--- src/rtl/cdb_arbiter.sv ---
// -----------------------------------------------------------------------------
// cdb_arbiter
//
// Purpose:
//   Shares the four common-data-bus broadcast slots among NUM_FU functional
//   unit requesters. Each cycle up to four ready results are granted using a
//   rotating round-robin priority pointer. Granted results are registered onto
//   the CDB outputs one cycle later; ungranted requesters keep their result
//   asserted until they win.
//
// Ports:
//   clk               clock, all state updates on the rising edge
//   rst               synchronous active-high reset
//   flush             drops all grants this cycle and clears the CDB next cycle
//   req_valid_flat    per-FU result-ready, FU i at bit NUM_FU-1-i
//   req_index_flat    per-FU ROB index, FU 0 in the top field
//   req_value_flat    per-FU result value, FU 0 in the top field
//   req_ready_flat    combinational grant, FU i at bit NUM_FU-1-i
//   cdb_valid_flat    registered slot valids, slot 0 at bit 3
//   cdb_indices_flat  registered slot ROB indices, slot 0 in the top field
//   cdb_values_flat   registered slot values, slot 0 in the top field
//   grant_count       registered number of valid slots (0..4)
// -----------------------------------------------------------------------------
module cdb_arbiter #(
    parameter int NUM_FU = 6,
    parameter int IDX_W  = 4,
    parameter int DATA_W = 16
) (
    input  logic                  clk,
    input  logic                  rst,
    input  logic                  flush,
    input  logic [NUM_FU-1:0]     req_valid_flat,
    input  logic [NUM_FU*IDX_W-1:0]  req_index_flat,
    input  logic [NUM_FU*DATA_W-1:0] req_value_flat,
    output logic [NUM_FU-1:0]     req_ready_flat,
    output logic [3:0]            cdb_valid_flat,
    output logic [4*IDX_W-1:0]    cdb_indices_flat,
    output logic [4*DATA_W-1:0]   cdb_values_flat,
    output logic [2:0]            grant_count
);

    localparam int             SLOTS    = 4;
    localparam int             FU_IW    = $clog2(NUM_FU);
    localparam logic [3:0]     NUM_FU_L = 4'(NUM_FU);

    // Per-FU request fields, re-indexed so that element i is FU i.
    logic                  w_valid [0:NUM_FU-1];
    logic [IDX_W-1:0]      w_index [0:NUM_FU-1];
    logic [DATA_W-1:0]     w_value [0:NUM_FU-1];
    logic                  w_ready [0:NUM_FU-1];

    // Arbitration results.
    logic [2:0]            w_slot_fu   [0:SLOTS-1];
    logic                  w_slot_used [0:SLOTS-1];
    logic [2:0]            w_grants;
    logic [2:0]            w_last_fu;
    logic [3:0]            w_scan_fu;
    logic [3:0]            w_last_plus;
    logic [2:0]            w_ptr_next;

    // Next-cycle CDB contents.
    logic [3:0]            w_cdb_valid_next;
    logic [4*IDX_W-1:0]    w_cdb_idx_next;
    logic [4*DATA_W-1:0]   w_cdb_val_next;

    // State.
    logic [2:0]            r_ptr;
    logic [3:0]            r_cdb_valid;
    logic [4*IDX_W-1:0]    r_cdb_idx;
    logic [4*DATA_W-1:0]   r_cdb_val;
    logic [2:0]            r_grant_count;

    // Unpack the MSB-first request buses into per-FU arrays.
    always_comb begin
        for (int i = 0; i < NUM_FU; i++) begin
            w_valid[i] = req_valid_flat[NUM_FU-1-i];
            w_index[i] = req_index_flat[(NUM_FU-1-i)*IDX_W +: IDX_W];
            w_value[i] = req_value_flat[(NUM_FU-1-i)*DATA_W +: DATA_W];
        end
    end

    // Round-robin scan starting at r_ptr; the first four valid FUs take
    // slots 0..3 in scan order. Reset and flush suppress every grant, and
    // the grant never looks at the FU's index or value fields.
    always_comb begin
        for (int i = 0; i < NUM_FU; i++) begin
            w_ready[i] = 1'b0;
        end
        for (int k = 0; k < SLOTS; k++) begin
            w_slot_fu[k]   = 3'd0;
            w_slot_used[k] = 1'b0;
        end
        w_grants  = 3'd0;
        w_last_fu = r_ptr;
        w_scan_fu = 4'd0;

        if (!rst && !flush) begin
            for (int s = 0; s < NUM_FU; s++) begin
                // ptr < NUM_FU and s < NUM_FU, so one subtraction wraps.
                w_scan_fu = {1'b0, r_ptr} + 4'(s);
                if (w_scan_fu >= NUM_FU_L) begin
                    w_scan_fu = w_scan_fu - NUM_FU_L;
                end else begin
                    w_scan_fu = w_scan_fu;
                end

                if (w_valid[w_scan_fu[FU_IW-1:0]] && (w_grants < 3'd4)) begin
                    w_ready[w_scan_fu[FU_IW-1:0]] = 1'b1;
                    w_slot_fu[w_grants[1:0]]      = w_scan_fu[2:0];
                    w_slot_used[w_grants[1:0]]    = 1'b1;
                    w_last_fu                     = w_scan_fu[2:0];
                    w_grants                      = w_grants + 3'd1;
                end else begin
                    w_grants = w_grants;
                end
            end
        end else begin
            w_grants = 3'd0;
        end
    end

    // Repack the per-FU grants onto the MSB-first ready bus.
    always_comb begin
        req_ready_flat = '0;
        for (int i = 0; i < NUM_FU; i++) begin
            req_ready_flat[NUM_FU-1-i] = w_ready[i];
        end
    end

    // Pointer advances past the last granted FU; NUM_FU need not be a power
    // of two, so the wrap is an explicit compare rather than overflow.
    always_comb begin
        w_last_plus = {1'b0, w_last_fu} + 4'd1;
        if (w_grants == 3'd0) begin
            w_ptr_next = r_ptr;
        end else if (w_last_plus >= NUM_FU_L) begin
            w_ptr_next = 3'd0;
        end else begin
            w_ptr_next = w_last_plus[2:0];
        end
    end

    // Route each granted FU's payload to its slot; unused slots carry zeros.
    always_comb begin
        w_cdb_valid_next = 4'd0;
        w_cdb_idx_next   = '0;
        w_cdb_val_next   = '0;
        for (int k = 0; k < SLOTS; k++) begin
            if (w_slot_used[k]) begin
                w_cdb_valid_next[SLOTS-1-k]                 = 1'b1;
                w_cdb_idx_next[(SLOTS-1-k)*IDX_W +: IDX_W]   = w_index[w_slot_fu[k][FU_IW-1:0]];
                w_cdb_val_next[(SLOTS-1-k)*DATA_W +: DATA_W] = w_value[w_slot_fu[k][FU_IW-1:0]];
            end else begin
                w_cdb_valid_next[SLOTS-1-k] = 1'b0;
            end
        end
    end

    // CDB output registers and priority pointer. Flush clears the bus like
    // reset but keeps the pointer so fairness survives the flush.
    always_ff @(posedge clk) begin
        if (rst) begin
            r_ptr         <= 3'd0;
            r_cdb_valid   <= 4'd0;
            r_cdb_idx     <= '0;
            r_cdb_val     <= '0;
            r_grant_count <= 3'd0;
        end else if (flush) begin
            r_ptr         <= r_ptr;
            r_cdb_valid   <= 4'd0;
            r_cdb_idx     <= '0;
            r_cdb_val     <= '0;
            r_grant_count <= 3'd0;
        end else begin
            r_ptr         <= w_ptr_next;
            r_cdb_valid   <= w_cdb_valid_next;
            r_cdb_idx     <= w_cdb_idx_next;
            r_cdb_val     <= w_cdb_val_next;
            r_grant_count <= w_grants;
        end
    end

    assign cdb_valid_flat   = r_cdb_valid;
    assign cdb_indices_flat = r_cdb_idx;
    assign cdb_values_flat  = r_cdb_val;
    assign grant_count      = r_grant_count;

endmodule

--- config.mk ---
export PLATFORM = sky130hd
export DESIGN_NAME = cdb_arbiter
export DESIGN_NICKNAME = d
export VERILOG_FILES = /design/src/rtl/cdb_arbiter.sv
export SDC_FILE = /design/constraint.sdc
export NUM_CORES = 1
export LEC_CHECK = 0
export CAP_MARGIN = 30
export CORE_MARGIN = 1.5
export CORE_UTILIZATION = 50
export DETAILED_ROUTE_END_ITERATION = 16
export GPL_TIMING_DRIVEN = 1
export MAX_ROUTING_LAYER = met4
export PLACE_DENSITY = 0.9
export SYNTH_ARGS = -nofsm -noshare
export SYNTH_HDL_FRONTEND = slang
export SYNTH_SLANG_ARGS = --single-unit
export TNS_END_PERCENT = 1
--- constraint.sdc ---
create_clock -name clk -period 13.6 [get_ports clk]
set_input_delay 1.36 -clock clk [delete_from_list [all_inputs] [get_ports clk]]
set_output_delay 1.36 -clock clk [all_outputs]
set_load 0.1 [all_outputs]
==> Implementation_results.wiki <==
{| class="wikitable"
! Metric !! Value
|-
| Worst Reg-to-Reg Cells || 26
|-
| Post-synthesis sequential element count || 90
|-
| Outcome || finished, final reports clean
|-
| Most Used Layer, Global Route || met2
|-
| Total of fill cells in the finished design || 1575
|-
| Most frequent standard cell in the layout excluding fill and tap cells || sky130_fd_sc_hd__clkdlybuf4s50_1
|-
| Gates resized, CTS repair || 0
|-
| Top Ports || 222
|-
| Core Footprint || 18600 µm²
|-
| Crit start category || flip-flop
|-
| Synth Flop Type || sky130_fd_sc_hd__dfxtp_1
|-
| Number of buffers and inverters on the critical path || 4
|-
| Reg area || 1800 µm²
|-
| Total wire length after detailed routing || 39200 µm
|-
| Met3 Track Usage GR || 0.102
|-
| Slew at the pin with the worst max-slew slack || 1.02 ns
|-
| Net count of the finished layout || 1551
|-
| GR Layer Usage met2 || 0.583
|-
| Clock tree sinks || 90
|-
| Area added between synthesis and finish || 28.0%
|-
| Count of mapped cells out of synthesis || 1256
|-
| CP max stage delay || 1.18 ns
|-
| Share of post-route cells with drive strength above 1 || 0.0777
|-
| Total gr overflow || 0
|-
| Number of global-route vias before repair || 10700
|-
| Routability cong. || 0.979
|-
| Number of max-capacitance violations reported || 0
|-
| Vias per cell || 7.06
|-
| Main area contributors after synthesis || sky130_fd_sc_hd__dfxtp_1, sky130_fd_sc_hd__mux2i_1, sky130_fd_sc_hd__a21oi_1, sky130_fd_sc_hd__nand3_1, sky130_fd_sc_hd__nand2_1
|-
| Largest clock skew in the final design || 0.0114 ns
|-
| Peak fanout along the critical path || 25
|-
| Wirelength per Cell || 24.0 µm
|-
| Area of the multi-input gates || 7110 µm²
|-
| Async set-or-reset flop fraction in the synthesized netlist || 0
|-
| Final period demand of the worst path || 10.20 ns
|-
| Count of final setup violators || 0
|-
| Clock tree from TritonCTS || done
|-
| Number of iterations in the first detailed-routing pass || 7
|-
| Sequential share of the synthesized area || 0.191
|-
| Starting utilization of the core area || 0.507
|-
| Insertion delay of the later-clocked pin in the worst-skew pair || 0.36 ns
|-
| Unrepaired setup endpoints after global routing || false
|-
| Cts bufs inserted || 9
|-
| Die Footprint || 19700 µm²
|-
| Via count || 11500
|-
| Gr usage total || 0.395
|-
| Cell at the root of the clock tree || sky130_fd_sc_hd__clkbuf_16
|-
| Clock-pin slew reported for the worst setup and hold paths after clock tree synthesis || 0.08 ns
|-
| Antenna Cells || 0
|-
| Class of the tightest hold or removal check || flip-flop to flip-flop
|-
| Net Count, Synth || 1410
|-
| Met1 Resource Use GR || 0.491
|-
| Cell count of the worst hold path || 2
|-
| Number of DRC violations after detailed-routing iteration 0 || 1784
|-
| Hold bufs inserted after CTS || 0
|-
| Count of warnings emitted by yosys || 0
|-
| Antenna-violating nets left || 0
|-
| Cell Count, Final, Fillers Out || 1636
|-
| Detailed Place HPWL || 26000 µm
|-
| Worst path slowest cell || sky130_fd_sc_hd__clkdlybuf4s50_1
|-
| Synthesized area || 9450 µm²
|-
| Top Family by Delay on Critical Path || compound AO/OA/AOI/OAI gates
|-
| Most area-hungry cell type in the Yosys netlist || sky130_fd_sc_hd__dfxtp_1
|-
| Sum of negative setup slack || 0 ns
|-
| Pin count of the biggest net entering global routing || 81
|-
| Max Freq || 98.0 MHz
|-
| Highest-count cells in the layout ignoring fill and taps || sky130_fd_sc_hd__clkdlybuf4s50_1, sky130_fd_sc_hd__nand2_1, sky130_fd_sc_hd__mux2i_1, sky130_fd_sc_hd__a21oi_1, sky130_fd_sc_hd__nand3_1
|-
| Part of the cycle the worst path needs || 0.750
|-
| Number of post-CTS setup repair buffers || 0
|-
| First-pass GRT wire length || 60000 µm
|-
| Maximum clock insertion buffer count || 2
|-
| Required time at the worst-slack endpoint || 12.24 ns
|-
| Number of distinct library cells after synthesis || 85
|-
| Residual DRC count || 0
|-
| Average cell area after synthesis || 7.52 µm²
|-
| Number of enable flip-flop cells after synthesis || 0
|-
| Setup CP Type || flip-flop to output port
|-
| Chain of cells forming the critical path || inv_2 -> ha_1 -> a21oi_1 -> and3_1 -> a211oi_1 -> and2_1 -> inv_2 -> ha_1 -> o211a_1 -> inv_2 -> nand3_1 -> o21ai_1 -> ha_1 -> nand3b_1 -> o32ai_1 -> a31oi_2 -> or3b_1 -> a211oi_4 -> and2_1 -> a221oi_1 -> a211oi_1 -> clkdlybuf4s50_1
|-
| Count of placed standard cells including taps || 1616
|-
| Count of H-tree levels built during CTS || 3
|-
| Antenna violations before repair || 0
|-
| Share of Yosys cell area claimed by the top area cell type || 0.191
|-
| Final count of hold timing violations || 0
|-
| Buffers on Ports || 221
|-
| Height of the die || 140 µm
|-
| Cell row count || 50
|-
| Critical Path Stages || 22
|-
| Max_slew headroom || 0.315
|-
| WP data arrival || 8.84 ns
|-
| Capturing element type of the critical path || output port
|-
| Max Slew Vio Count || 0
|-
| Die X || 140 µm
|}
[stage by stage]
| stage | setup slack [ns] | hold slack (ns) | instance area (µm²) | util |
|---|---|---|---|---|
| floorplan | 4.17 | 0.688 | 9450 | - |
| global placement | 3.89 | 0.728 | 11700 | 0.627 |
| detailed placement | 3.88 | 0.741 | 11700 | 0.629 |
| CTS | 3.61 | 0.756 | 12000 | 0.645 |
| global route | 2.93 | 0.817 | 12100 | 0.648 |
| finish | 3.40 | 0.740 | 12100 | 0.648 |
[sequential cells by signal, summed over array words and instances, names as in the netlist]
register / cells
cdb_indices_flat: 16
cdb_valid_flat: 4
cdb_values_flat: 64
grant_count: 3
r_ptr: 3
[worst paths after layout]
| kind | startpoint | endpoint | slack [ns] |
|---|---|---|---|
| worst min-delay path | r_ptr[2]$_SDFFE_PP0P_ | r_ptr[2]$_SDFFE_PP0P_ | 0.74 |
| worst min register to register | r_ptr[2]$_SDFFE_PP0P_ | r_ptr[2]$_SDFFE_PP0P_ | 0.74 |
| worst max-delay path | r_ptr[0]$_SDFFE_PP0P_ | req_ready_flat[0] | 3.40 |
| worst max register to register | r_ptr[0]$_SDFFE_PP0P_ | cdb_values_flat[27]$_SDFF_PP0_ | 3.56 |
[synth_stat cells (25+ instances only)]
| cell type | instances |
|---|---|
| sky130_fd_sc_hd__a21oi_1 | 101 |
| sky130_fd_sc_hd__ha_1 | 25 |
| sky130_fd_sc_hd__a22o_1 | 40 |
| sky130_fd_sc_hd__nand2_1 | 112 |
| sky130_fd_sc_hd__o21ai_0 | 37 |
| sky130_fd_sc_hd__nand2b_1 | 45 |
| sky130_fd_sc_hd__nor3_1 | 68 |
| sky130_fd_sc_hd__nand3_1 | 96 |
| sky130_fd_sc_hd__clkbuf_1 | 77 |
| sky130_fd_sc_hd__a21o_1 | 26 |
| sky130_fd_sc_hd__mux2i_1 | 108 |
| sky130_fd_sc_hd__and3_1 | 29 |
| sky130_fd_sc_hd__a31oi_1 | 33 |
| sky130_fd_sc_hd__dfxtp_1 | 90 |
| sky130_fd_sc_hd__o21ai_1 | 25 |
| sky130_fd_sc_hd__nor2_1 | 47 |
| sky130_fd_sc_hd__buf_2 | 32 |
[routing by layer]
metal  routed length [µm]  part of all wire  vias up
li1                     -                 -     5039
met1                15000              0.38     5389
met2                17100              0.44      929
met3                 5050              0.13      191
met4                 2040             0.052        0
met5                    0                 0        -
[worst register-to-register path, cell delays in order (launching register included)]
cell,delay [ns]
sky130_fd_sc_hd__dfxtp_1,0.98
sky130_fd_sc_hd__inv_2,0.28
sky130_fd_sc_hd__ha_1,0.82
sky130_fd_sc_hd__a21oi_1,0.13
sky130_fd_sc_hd__and3_1,0.24
sky130_fd_sc_hd__a211oi_1,0.39
sky130_fd_sc_hd__and2_1,0.32
sky130_fd_sc_hd__inv_2,0.08
sky130_fd_sc_hd__ha_1,0.49
sky130_fd_sc_hd__o211a_1,0.53
sky130_fd_sc_hd__inv_2,0.26
sky130_fd_sc_hd__ha_1,0.45
sky130_fd_sc_hd__nand4_1,0.12
sky130_fd_sc_hd__o22ai_1,0.12
sky130_fd_sc_hd__a311oi_2,0.64
sky130_fd_sc_hd__nand3_1,0.31
sky130_fd_sc_hd__a21oi_1,0.42
sky130_fd_sc_hd__ha_1,0.26
sky130_fd_sc_hd__inv_1,0.07
sky130_fd_sc_hd__a2111oi_4,0.85
sky130_fd_sc_hd__buf_4,0.48
sky130_fd_sc_hd__nand2_1,0.11
sky130_fd_sc_hd__nand2_1,0.62
sky130_fd_sc_hd__buf_4,0.40
sky130_fd_sc_hd__a22o_1,0.18
sky130_fd_sc_hd__nor3_1,0.05
sky130_fd_sc_hd__o32ai_1,0.35
[cell type report]
cell class | instances | share of cell area
Clock buffer | 10 | 0.0189
Clock inverter | 6 | 0.00590
Inverter | 23 | 0.00714
Multi-Input combinational cell | 1021 | 0.588
Sequential cell | 90 | 0.149
Tap cell | 234 | 0.0242
Timing Repair Buffer | 252 | 0.206
[cells by family (layout without fill, tap and decap cells)]
logic type / count (synthesis) / after routing / share of synthesized area
xor gates and xnor gates: 13 / 13 / 0.0128
DFF: 90 / 90 / 0.191
adders and majority gates: 25 / 25 / 0.0331
and+or+nand+nor: 434 / 434 / 0.226
muxes: 120 / 120 / 0.130
AOI/OAI and AO/OA: 429 / 429 / 0.339
buffers and inverters: 145 / 291 / 0.0674
Power is not shown: default switching activity piles up to over one toggle a cycle in this logic, so the estimate is an artifact.
